===== src/rtl/perceptron_batch_ctrl.sv =====
// Perceptron neuron sequencer: reduces NUM_BATCHES beats of LANES operands, accumulates, thresholds.
// Optional fire statistics counter enabled by defining PERCEPTRON_FIRE_STATS_EN.
module perceptron_batch_ctrl #(
    parameter int              OP_W        = 3,
    parameter int              LANES       = 12,
    parameter int              NUM_BATCHES = 4,
    parameter int              ACC_W       = 10,
    parameter logic [ACC_W-1:0] THRESH_INIT = 10'd100
) (
    input  logic                    clk,
    input  logic                    reset,
    input  logic                    in_valid,
    output logic                    in_ready,
    input  logic [LANES*OP_W-1:0]   in_data,
    input  logic                    cfg_we,
    input  logic [ACC_W-1:0]        cfg_thresh,
    output logic                    cfg_err,
    output logic                    out_valid,
    input  logic                    out_ready,
    output logic [ACC_W-1:0]        out_sum,
    output logic                    out_fire,
    output logic                    busy,
    output logic [15:0]             fire_cnt,
    output logic [1:0]              dbg_state
);

    localparam int SUM_W = $clog2(LANES * (2**OP_W - 1) + 1);
    localparam int CNT_W = (NUM_BATCHES > 1) ? $clog2(NUM_BATCHES) : 1;
    localparam int IDX_W = (LANES > 1) ? $clog2(LANES) : 1;
    localparam logic [CNT_W-1:0] LAST_BATCH = CNT_W'(NUM_BATCHES - 1);

    typedef enum logic [1:0] {ST_ACCUM = 2'd0, ST_DRAIN = 2'd1, ST_RESULT = 2'd2} state_t;

    // Handshakes: a transfer happens on a rising edge where valid & ready are both high;
    // a producer holds valid and payload stable until that edge.

    // Carry-save reduction: each stage turns every group of 3 operands into sum + carry,
    // passing leftovers through, until two operands remain for one final add.
    function automatic logic [SUM_W-1:0] batch_sum_f(input logic [LANES*OP_W-1:0] d);
        logic [SUM_W-1:0] v [LANES];
        logic [SUM_W-1:0] a, b, c;
        int n, m, idx;
        for (int k = 0; k < LANES; k++) v[k] = SUM_W'(d[k*OP_W +: OP_W]);
        n = LANES;
        for (int s = 0; s < LANES; s++) begin
            if (n > 2) begin
                m = 0;
                for (int g = 0; g < LANES / 3; g++) begin
                    if (3 * g + 2 < n) begin
                        a = v[IDX_W'(3 * g)];
                        b = v[IDX_W'(3 * g + 1)];
                        c = v[IDX_W'(3 * g + 2)];
                        v[IDX_W'(m)]     = a ^ b ^ c;
                        v[IDX_W'(m + 1)] = ((a & b) | (a & c) | (b & c)) << 1;
                        m = m + 2;
                    end
                end
                for (int r = 0; r < 2; r++) begin
                    idx = 3 * (n / 3) + r;
                    if (idx < n) begin
                        v[IDX_W'(m)] = v[IDX_W'(idx)];
                        m = m + 1;
                    end
                end
                n = m;
            end
        end
        return (n > 1) ? v[0] + v[1] : v[0];
    endfunction

    state_t             state_q, state_d;
    logic [CNT_W-1:0]   batch_cnt_q, batch_cnt_d;
    logic [SUM_W-1:0]   psum_q, psum_d;
    logic               pv_q, pv_d;
    logic               plast_q, plast_d;
    logic [ACC_W-1:0]   acc_q, acc_d;
    logic [ACC_W-1:0]   thresh_q, thresh_d;
    logic [ACC_W-1:0]   out_sum_q, out_sum_d;
    logic               out_fire_q, out_fire_d;
    logic               out_valid_q, out_valid_d;
    logic               cfg_err_q, cfg_err_d;
    logic               beat_acc;
    logic               cfg_ok;
    logic               res_hs;
    logic [ACC_W-1:0]   total;

    always_comb begin
        state_d  = state_q;
        in_ready = (state_q == ST_ACCUM);
        beat_acc = in_valid & in_ready;
        res_hs   = out_valid_q & out_ready;
        unique case (state_q)
            ST_ACCUM:  if (beat_acc && batch_cnt_q == LAST_BATCH) state_d = ST_DRAIN;
            ST_DRAIN:  state_d = ST_RESULT;
            ST_RESULT: if (res_hs) state_d = ST_ACCUM;
            default:   state_d = ST_ACCUM;
        endcase
    end

    always_comb begin
        batch_cnt_d = batch_cnt_q;
        psum_d      = psum_q;
        pv_d        = 1'b0;
        plast_d     = plast_q;
        acc_d       = acc_q;
        out_sum_d   = out_sum_q;
        out_fire_d  = out_fire_q;
        out_valid_d = out_valid_q;
        total       = acc_q + ACC_W'(psum_q);

        if (beat_acc) begin
            psum_d      = batch_sum_f(in_data);
            pv_d        = 1'b1;
            plast_d     = (batch_cnt_q == LAST_BATCH);
            batch_cnt_d = (batch_cnt_q == LAST_BATCH) ? '0 : batch_cnt_q + CNT_W'(1);
        end

        if (pv_q && !plast_q) acc_d = total;

        if (state_q == ST_DRAIN) begin
            out_sum_d   = total;
            out_fire_d  = (total >= thresh_q);
            out_valid_d = 1'b1;
            acc_d       = '0;
        end else if (state_q == ST_RESULT && res_hs) begin
            out_valid_d = 1'b0;
        end

        // Threshold may only change between neurons so a result never mixes two thresholds.
        cfg_ok    = (state_q == ST_ACCUM) && (batch_cnt_q == '0) && !pv_q;
        thresh_d  = (cfg_we && cfg_ok) ? cfg_thresh : thresh_q;
        cfg_err_d = cfg_we & ~cfg_ok;
    end

    always_ff @(posedge clk or posedge reset) begin
        if (reset) begin
            state_q     <= ST_ACCUM;
            batch_cnt_q <= '0;
            psum_q      <= '0;
            pv_q        <= 1'b0;
            plast_q     <= 1'b0;
            acc_q       <= '0;
            thresh_q    <= THRESH_INIT;
            out_sum_q   <= '0;
            out_fire_q  <= 1'b0;
            out_valid_q <= 1'b0;
            cfg_err_q   <= 1'b0;
        end else begin
            state_q     <= state_d;
            batch_cnt_q <= batch_cnt_d;
            psum_q      <= psum_d;
            pv_q        <= pv_d;
            plast_q     <= plast_d;
            acc_q       <= acc_d;
            thresh_q    <= thresh_d;
            out_sum_q   <= out_sum_d;
            out_fire_q  <= out_fire_d;
            out_valid_q <= out_valid_d;
            cfg_err_q   <= cfg_err_d;
        end
    end

`ifdef PERCEPTRON_FIRE_STATS_EN
    logic [15:0] fire_cnt_q;

    always_ff @(posedge clk or posedge reset) begin
        if (reset) begin
            fire_cnt_q <= '0;
        end else if (res_hs && out_fire_q && fire_cnt_q != 16'hFFFF) begin
            fire_cnt_q <= fire_cnt_q + 16'd1;
        end
    end

    assign fire_cnt = fire_cnt_q;
`else
    assign fire_cnt = 16'h0000;
`endif

    assign out_valid = out_valid_q;
    assign out_sum   = out_sum_q;
    assign out_fire  = out_fire_q;
    assign cfg_err   = cfg_err_q;
    assign busy      = (batch_cnt_q != '0) | pv_q | (state_q != ST_ACCUM);
    assign dbg_state = state_q;

endmodule


===== config.mk =====
export PLATFORM = sky130hd
export DESIGN_NAME = perceptron_batch_ctrl
export DESIGN_NICKNAME = d
export VERILOG_FILES = /design/src/rtl/perceptron_batch_ctrl.sv
export SDC_FILE = /design/constraint.sdc
export NUM_CORES = 1
export LEC_CHECK = 0
export ABC_AREA = 1
export BUFFER_PORTS_ARGS = -buffer_cell sky130_fd_sc_hd__buf_2
export CAP_MARGIN = 20
export CORE_MARGIN = 1.5
export CORE_UTILIZATION = 43
export DETAILED_ROUTE_END_ITERATION = 12
export PLACE_DENSITY = 0.78
export SLEW_MARGIN = 20
export SYNTH_ARGS = -nofsm -noshare
export SYNTH_HDL_FRONTEND = slang
export SYNTH_SLANG_ARGS = --single-unit

===== constraint.sdc =====
create_clock -name clk -period 2.5 [get_ports clk]
set_input_delay 0.25 -clock clk [delete_from_list [all_inputs] [get_ports clk]]
set_output_delay 0.25 -clock clk [all_outputs]
set_load 0.05 [all_outputs]

==> impl_metrics.json, run 1 <==
{
  "status": "finished with violations",
  "violations": "negative setup slack",
  "timing.final.ws_setup_ps": -48.9,
  "leakage_nw": 1.85,
  "regToRegSetupSlack_ps": 190,
  "crit_top_cell": "ha_4",
  "power_frac_comb": 0.593,
  "path_buf_inv": 6,
  "port_buffers": 54,
  "stdcell_area_mm2": 0.00331,
  "reg2reg_depth": 12,
  "area_delta_synth_final_pct": 18.3,
  "totalWireLength_mm": 5.19,
  "total_power_mw": 4.19,
  "dr_total_vias": 2182,
  "cp-startpoint": "in_data[8]",
  "p_switching_mw": 2.01,
  "core.rowCount": 29,
  "place_inst": 460,
  "fin_skew_ps": 8.62,
  "cts_root_buf": "clkbuf_8",
  "cts_buffers": 5,
  "antennaDiodeCount": 0,
  "fillCellCount": 612,
  "slew_violations": 0,
  "drc": 0,
  "grt_use_total": 0.158,
  "power_switching_share": 0.479,
  "io_pins": 84,
  "avgRoutedWirePerCell_um": 11.1,
  "syn-instance-count": 332,
  "drtIter0Drc": 61,
  "synth_top_cell_by_area": "dfrtp_1",
  "die-area_mm2": 0.00699,
  "post-dp-hpwl_mm": 4.12,
  "cts_max_level": 2,
  "rsz0062_at_grt": "yes",
  "clock_power_share": 0.130,
  "syn_area_mm2": 0.00280,
  "ys_ff_latch": 42,
  "ys_async_sr_fraction": 1.00,
  "period_share": 1.02,
  "ys.flop_type": "dfrtp_1",
  "crit_fanout": 1,
  "numClockSinks": 42,
  "grt_pass1_wl_mm": 9.06,
  "drive_above_1_share": 0.273,
  "cp_top_family": "adder cells",
  "p_per_area_mw_per_mm2": 1270,
  "final_nets": 472,
  "dpl_cell_area_mm2": 0.00309,
  "r2r_start": "psum_q[4]",
  "netlist.area_leader.share": 0.349,
  "clk_pin_slew_worst_paths_ps": 80,
  "max_cap_viol_count": 0,
  "detail-route-antenna-nets": 0,
  "p_int_mw": 2.18,
  "fp.dieW_um": 83.6,
  "first_global_vias": 2207,
  "synth_warnings": 0,
  "grt_start_max_net_pins": 43,
  "yosysUniqueCellTypes": 36,
  "place_ws_ps": -529,
  "hold_buffers": 0,
  "initial_core_util": 0.443,
  "max_freq_mhz": 392,
  "tightest_slew_ps": 517,
  "die_h_um": 83.6,
  "synth.avg_cell_area_um2": 8.42,
  "max-vdd-ir-drop_uv": 665,
  "core_area_mm2": 0.00631,
  "clock_latency_ps": 300,
  "crit_chain": "buf_8, inv_4, fa_1, inv_2, fa_2, fa_1, ha_4, inv_2, ha_4, inv_4, ha_4, inv_4, ha_4, o21ai_2",
  "dr.pass1.iters": 4,
  "crit_type": "input pin to register",
  "grt_antenna_before_repair": 0,
  "gp_congestion": 0.858,
  "post-synth-top-count-cell": "nand2_1",
  "required_ps": 2680,
  "finalHoldViolations": 0,
  "final_cell_count_no_fill": 469,
  "slowest_delay_ps": 540,
  "via_per_inst": 4.65,
  "ys_top_cells_by_count": "nand2_1, inv_1, dfrtp_1",
  "min_path_type": "input pin to async pin",
  "synth_edf_count": 0,
  "seq_area_frac_synth": 0.377,
  "r2r_end": "out_fire",
  "slowest_stage": "fa_1",
  "seq_power_share": 0.277,
  "setup_violations": 1,
  "ys_top_cells_by_area": "dfrtp_1, nand2_1, ha_1, inv_1, fa_1",
  "layout_min_cycle_time_ps": 2550,
  "grt_overflow": 0,
  "relSlewSlack": 0.656,
  "cp-start-kind": "input pin",
  "cp_data_arrival_time_ps": 2730,
  "cts.path.max_buffers": 2,
  "cts_tree": "built",
  "endpoint_kind": "register"
}
[what timing repair did]
| item | in CTS | in global routing |
|---|---|---|
| setup endpoints to repair | 3 | 4 |
| pin swaps | 9 | 5 |
| resized for setup | 17 | 8 |
| setup buffers | 0 | 1 |
[worst max-delay path by stage]
stage | end | cells past startpoint
floorplan | psum_q[5] | 13
global placement | psum_q[5] | 14
detailed placement | psum_q[5] | 14
CTS | psum_q[5] | 14
global route | psum_q[5] | 14
finish | psum_q[5] | 14
[flip-flops by register name, indices dropped and copies added, names as in the netlist]
name	flops
plast_q	1
cfg_err	1
thresh_q	10
pv_q	1
out_fire	1
out_valid	1
acc_q	9
out_sum	9
batch_cnt_q	2
dbg_state	2
psum_q	5
[cells in the final DEF, fill, tap and decap left out, types with 5 or more instances in the layout]
cell      Yosys  final
a21oi_2       9     10
buf_2         1     52
clkbuf_8      0      6
conb_1        1     17
dfrtp_1      39     39
fa_1          8      6
ha_1         22     17
ha_4          0      5
inv_1        57     48
inv_2         1      5
inv_4         1      5
nand2_1      89     89
nand3_1      21     21
nor2_1       16     16
o21ai_0       9      7
xor2_1        5      5
[cell families after synthesis]
logic type | after synthesis | share of synthesized area
muxes | 1 | 0.00537
adders and majority gates | 30 | 0.156
buffers and inverters | 80 | 0.137
xor gates and xnor gates | 7 | 0.0219
DFF | 42 | 0.377
other | 1 | 0.00134
and+or+nand+nor | 143 | 0.235
AOI/OAI and AO/OA | 28 | 0.0662
[through the flow]
stage / utilization / hold WS (ps) / setup TNS, ps
after detailed placement: 0.489 / 413 / -1490
after global routing: 0.524 / 138 / -98.7
after CTS: 0.519 / 86.2 / -144
final: 0.524 / 67.4 / -48.9
after floorplan: - / 392 / -481
after global placement: 0.489 / 403 / -1170
[worst reg2reg max path, stage by stage, from the launching register on]
cell and delay (ps):
dfrtp_1 400, ha_1 340, or2_1 280, nand3b_1 110, nand3_1 120, and2_1 190, ha_1 300, a21oi_2 160
nor2_1 50, nor2_1 90, nand3_1 80, nand2_1 50, inv_1 40
[power by group through the flow]
stage	sequential [mW]	combinational (mW)	clock, mW
2_1_floorplan	1.45	1.54	0
3_3_place_gp	1.16	2.21	0
3_5_place_dp	1.17	2.30	0
4_1_cts	1.16	2.41	0.566
5_1_grt	1.19	2.79	0.595
6_report	1.16	2.49	0.547
[cell type report]
class	instances	area (um2)	share of cell area
well taps	77	96.3	0.0291
multi-input cells	226	1500	0.453
clock buffers	7	86.3	0.0261
clock inverters	1	30.0	0.00908
flip-flops and latches	42	1050	0.319
inverters	60	245	0.0742
repair buffers	56	298	0.0900
[routing by layer]
metal  vias to the layer above  global-route usage  part of all wire
met5                         -                   0                 0
met4                         0              0.0551             0.015
met3                        10              0.0326             0.046
met2                        53               0.290              0.51
met1                      1014               0.182              0.43
li1                       1105                   -                 -
Power figures use the tool's default switching activity.
==> run 2, diff against run 1 <==
--- a/config.mk
+++ b/config.mk
@@ -11,7 +11,7 @@
 export CORE_MARGIN = 1.5
 export CORE_UTILIZATION = 43
 export DETAILED_ROUTE_END_ITERATION = 12
-export PLACE_DENSITY = 0.78
+export PLACE_DENSITY = 0.82
 export SLEW_MARGIN = 20
 export SYNTH_ARGS = -nofsm -noshare
 export SYNTH_HDL_FRONTEND = slang
==> constraint.sdc (replaced) <==
create_clock -name clk -period 2.26 [get_ports clk]
set_input_delay 0.226 -clock clk [delete_from_list [all_inputs] [get_ports clk]]
set_output_delay 0.226 -clock clk [all_outputs]
set_load 0.05 [all_outputs]
==> run 2 against run 1 <==
Compared with the run above: the flow still finishes with violations (negative setup slack); clock power grew 13%; cell area grew 5.1%; core utilization grew 2.7 points; sequential power grew 14%; highest routed layer unchanged; via count grew 1.1%; worst setup slack lost 260 ps; clock skew shrank 4.7 ps; sequential share of layout area shrank 1.5 points; largest cell class unchanged; power grew 21%.
==> impl_metrics.json, run 2 (synthesized netlist as in run 1, its figures left out) <==
{
  "numClockSinks": 42,
  "status": "finished with violations",
  "relSlewSlack": 0.651,
  "grt_start_max_net_pins": 43,
  "totalWireLength_mm": 5.50,
  "fillCellCount": 578,
  "p_int_mw": 2.68,
  "cts.path.max_buffers": 2,
  "largest_reg_flops": 10,
  "met3_length_um": 203,
  "grt_antenna_before_repair": 0,
  "power_frac_comb": 0.617,
  "io_pins": 84,
  "core.rowCount": 29,
  "seq_power_share": 0.261,
  "drtIter0Drc": 91,
  "cp_data_arrival_time_ps": 2740,
  "tightest_slew_ps": 523,
  "core_area_mm2": 0.00631,
  "drive_above_1_share": 0.327,
  "grt_use_total": 0.154,
  "fin_skew_ps": 3.95,
  "min_path_type": "input pin to async pin",
  "p_switching_mw": 2.38,
  "final_nets": 478,
  "max_cap_viol_count": 0,
  "cts_max_level": 2,
  "postLayoutCoreUtil": 0.551,
  "layout_common_cells": "nand2_1, buf_2, inv_1",
  "hold_buffers": 0,
  "crit_type": "input pin to register",
  "layout_commonest_cell": "nand2_1",
  "crit_fanout": 1,
  "top_layer": "met4",
  "post-dp-hpwl_mm": 3.91,
  "die-area_mm2": 0.00699,
  "cts_buffers": 5,
  "clock_latency_ps": 290,
  "detail-route-antenna-nets": 0,
  "largest-register": "thresh_q",
  "layout_min_cycle_time_ps": 2570,
  "leakage_nw": 1.89,
  "reg2reg_depth": 13,
  "period_share": 1.14,
  "drc": 0,
  "area_delta_synth_final_pct": 24.4,
  "cp-start-kind": "input pin",
  "finalHoldViolations": 0,
  "gp_congestion": 0.827,
  "clock_power_share": 0.122,
  "die_h_um": 83.6,
  "place_inst": 462,
  "dr.pass1.iters": 4,
  "met1_length_mm": 2.37,
  "cts_root_buf": "clkbuf_8",
  "grt_overflow": 0,
  "power_switching_share": 0.470,
  "first_global_vias": 2068,
  "port_buffers": 54,
  "avgRoutedWirePerCell_um": 11.6,
  "violations": "negative setup slack",
  "max_freq_mhz": 390,
  "via_per_inst": 4.64,
  "rsz0062_at_grt": "yes",
  "total_power_mw": 5.06,
  "initial_core_util": 0.443,
  "fp.dieW_um": 83.6,
  "dr_total_vias": 2206,
  "clk_pin_slew_worst_paths_ps": 80,
  "cts_tree": "built",
  "met2_length_mm": 2.87,
  "p_per_area_mw_per_mm2": 1450,
  "grt_pass1_wl_mm": 8.87,
  "setup_violations": 3,
  "slew_violations": 0,
  "timing.final.ws_setup_ps": -305,
  "final_cell_count_no_fill": 475,
  "endpoint_kind": "register",
  "antennaDiodeCount": 0,
  "max-vdd-ir-drop_uv": 1090,
  "required_ps": 2430
}
-- run 2: power by group through the flow --
| stage | Combinational (mW) | Clock (mW) | Sequential [mW] |
|---|---|---|---|
| final | 3.12 | 0.619 | 1.32 |
| after global routing | 3.44 | 0.654 | 1.36 |
| after CTS | 2.75 | 0.626 | 1.28 |
| after detailed placement | 2.58 | 0 | 1.30 |
| after global placement | 2.48 | 0 | 1.29 |
| after floorplan | 1.70 | 0 | 1.60 |
-- run 2: cell type report --
cell class,count,area [um2],area share
Clock buffer,7,86.3,0.0248
Clock inverter,1,30.0,0.00864
Inverter,60,245,0.0706
Multi-Input combinational cell,226,1620,0.465
Sequential cell,42,1050,0.303
Tap cell,77,96.3,0.0277
Timing Repair Buffer,62,347,0.0997
-- run 2: critical path: stages --
cell and delay, ps:
buf_8 80, inv_8 20, fa_1 540, inv_2 40, fa_2 330, fa_1 490
ha_4 300, inv_4 30, ha_4 150, inv_4 50, ha_4 130, inv_4 30
ha_4 250, o21ai_2 40
-- run 2: metrics by stage --
step	setup TNS [ps]	cell area [um2]	hold WS (ps)	worst slack (ps)
final	-669	3480	51.3	-305
after CTS	-816	3310	76.6	-360
after global routing	-840	3480	133	-347
after floorplan	-1200	2870	368	-463
after global placement	-1970	3100	384	-650
after detailed placement	-2260	3100	390	-735
-- run 2: final timing paths --
check | from | endpoint | slack (ps)
max | in_data[2] | psum_q[5] | -310
min | reset | thresh_q[3] | 50
max in group asynchronous | reset | thresh_q[6] | 1840
min in group clk | cfg_thresh[0] | thresh_q[0] | 170
max reg2reg | acc_q[4] | out_fire | 130
min reg2reg | out_sum[9] | out_sum[9] | 480
-- run 2: metal layers --
layer	vias up	track usage
li1	1117	-
met1	1040	0.200
met2	42	0.257
met3	7	0.0326
met4	0	0.0462
met5	-	0
-- run 2: what timing repair did --
action                     in CTS  in global routing
pin swaps                      11                 17
setup endpoints to repair       5                  5
gates resized for setup        22                 22
buffers inserted                0                  5
==> run 3, diff against run 2 <==
--- a/config.mk
+++ b/config.mk
@@ -16,3 +16,4 @@
 export SYNTH_ARGS = -nofsm -noshare
 export SYNTH_HDL_FRONTEND = slang
 export SYNTH_SLANG_ARGS = --single-unit
+export TNS_END_PERCENT = 5
==> run 3 against run 2 <==
Compared with the run above: the run still ends with negative setup slack left; via count fell by 2.0%; sequential power fell by 3%; clock skew rose by 4.2 ps; sequential cell count did not move; sequential share of layout area rose by 1.9 points; worst setup slack improved by 24 ps; fmax rose by 0.96%; core utilization fell by 3.3 points; global-route usage fell by 0.17 points; worst hold slack got worse by 14 ps; critical path depth did not move; critical path type unchanged; critical endpoint unchanged.
==> impl_metrics.json, run 3 (synthesized netlist as in run 1, its figures left out) <==
{
  "status": "finished with violations",
  "violations": "negative setup slack",
  "timing.final.ws_setup_ps": -281,
  "tightest_slew_ps": 535,
  "relSlewSlack": 0.643,
  "max-vdd-ir-drop_uv": 1040,
  "slowest_delay_ps": 560,
  "r2r_start": "psum_q[4]",
  "met1_length_mm": 2.18,
  "grt_pass1_wl_mm": 8.78,
  "io_pins": 84,
  "finalHoldViolations": 0,
  "initial_core_util": 0.443,
  "fin_skew_ps": 8.16,
  "cts_max_level": 2,
  "cts_root_buf": "clkbuf_8",
  "slowest_stage": "fa_2",
  "clock_latency_ps": 300,
  "p_per_area_mw_per_mm2": 1370,
  "seq_power_share": 0.286,
  "power_frac_comb": 0.601,
  "grt_use_total": 0.152,
  "dr.pass1.iters": 4,
  "crit_chain": "buf_6, inv_2, fa_1, inv_2, fa_2, fa_2, ha_4, inv_2, ha_4, inv_2, ha_4, inv_4, ha_4, o21ai_2",
  "largest-register": "thresh_q",
  "p_switching_mw": 2.20,
  "grt_overflow": 0,
  "rsz0062_at_grt": "yes",
  "clock_power_share": 0.113,
  "top_layer": "met4",
  "regToRegSetupSlack_ps": 10,
  "die-area_mm2": 0.00699,
  "cts_buffers": 5,
  "die_h_um": 83.6,
  "slew_violations": 0,
  "cts_tree": "built",
  "stdcell_area_mm2": 0.00327,
  "min_path_type": "input pin to async pin",
  "fp.dieW_um": 83.6,
  "fillCellCount": 591,
  "cts.path.max_buffers": 2,
  "endpoint_kind": "register",
  "avgRoutedWirePerCell_um": 10.7,
  "max_freq_mhz": 394,
  "area_delta_synth_final_pct": 17.0,
  "hold_buffers": 0,
  "leakage_nw": 1.84,
  "max_cap_viol_count": 0,
  "crit_type": "input pin to register",
  "met3_length_um": 205,
  "cp_data_arrival_time_ps": 2770,
  "layout_min_cycle_time_ps": 2540,
  "hold-worst-slack_ps": 37.5,
  "reg2reg_depth": 12,
  "largest_reg_flops": 10,
  "cts_setup_buffers": 0,
  "met2_length_mm": 2.57,
  "drtIter0Drc": 66,
  "final_nets": 472,
  "drc": 0,
  "clk_pin_slew_worst_paths_ps": 80,
  "period_share": 1.12,
  "first_global_vias": 2105,
  "antennaDiodeCount": 0,
  "cp_top_family": "adder cells",
  "dr_total_vias": 2161,
  "dpl_cell_area_mm2": 0.00309,
  "p_int_mw": 2.29,
  "required_ps": 2490,
  "r2r_end": "out_fire",
  "grt_start_max_net_pins": 43,
  "grt_antenna_before_repair": 0,
  "layout_common_cells": "nand2_1, buf_2, inv_1",
  "setup_violations": 3,
  "power_switching_share": 0.490,
  "path_buf_inv": 6,
  "numClockSinks": 42,
  "final_cell_count_no_fill": 469,
  "place_inst": 461,
  "cp-start-kind": "input pin",
  "totalWireLength_mm": 5.02,
  "crit_fanout": 1,
  "post-dp-hpwl_mm": 3.82,
  "gp_congestion": 0.843,
  "via_per_inst": 4.61,
  "layout_commonest_cell": "nand2_1",
  "port_buffers": 54,
  "detail-route-antenna-nets": 0,
  "drive_above_1_share": 0.276,
  "core.rowCount": 29,
  "core_area_mm2": 0.00631
}
[run 3: power by group through the flow]
| stage | registers (mW) | logic [mW] | clock network (mW) |
|---|---|---|---|
| final | 1.28 | 2.70 | 0.508 |
| after global routing | 1.32 | 3.02 | 0.549 |
| after CTS | 1.28 | 2.69 | 0.523 |
| after detailed placement | 1.30 | 2.52 | 0 |
| after global placement | 1.28 | 2.44 | 0 |
| after floorplan | 1.60 | 1.70 | 0 |
[run 3: tightest hold or removal path, delay by kind of cell]
kind                   cells  cell delay, ps
buffers and inverters      3             570
[run 3: routing by layer]
metal  GRT usage  vias up
li1            -     1098
met1       0.182     1015
met2       0.269       41
met3      0.0376        7
met4      0.0447        0
met5           0        -
[run 3: timing repair]
item,in CTS,in global routing
pin swaps,11,5
gates resized for setup,19,4
endpoints found under the setup margin,4,5
[run 3: stage by stage]
step | total power, mW | util | setup slack, ps | TNS, ps
final | 4.49 | 0.518 | -281 | -635
after global routing | 4.90 | 0.518 | -343 | -1040
after CTS | 4.49 | 0.517 | -343 | -867
after detailed placement | 3.82 | 0.489 | -674 | -2130
after global placement | 3.72 | 0.489 | -591 | -1800
after floorplan | 3.30 | - | -467 | -1270
[run 3: worst max-delay path by stage]
stage | depth (start not counted) | end | from
floorplan | 13 | psum_q[5] | in_data[2]
global placement | 14 | psum_q[5] | in_data[2]
detailed placement | 14 | psum_q[5] | in_data[2]
CTS | 14 | psum_q[5] | in_data[8]
global route | 14 | psum_q[5] | in_data[8]
finish | 14 | psum_q[5] | in_data[8]
[run 3: final cells by class]
type	count	area [um2]	share of cell area
multi-input cells	226	1500	0.459
flip-flops and latches	42	1050	0.323
repair buffers	56	292	0.0892
inverters	60	230	0.0704
well taps	77	96.3	0.0295
clock buffers	6	82.6	0.0253
clock inverters	2	12.5	0.00383
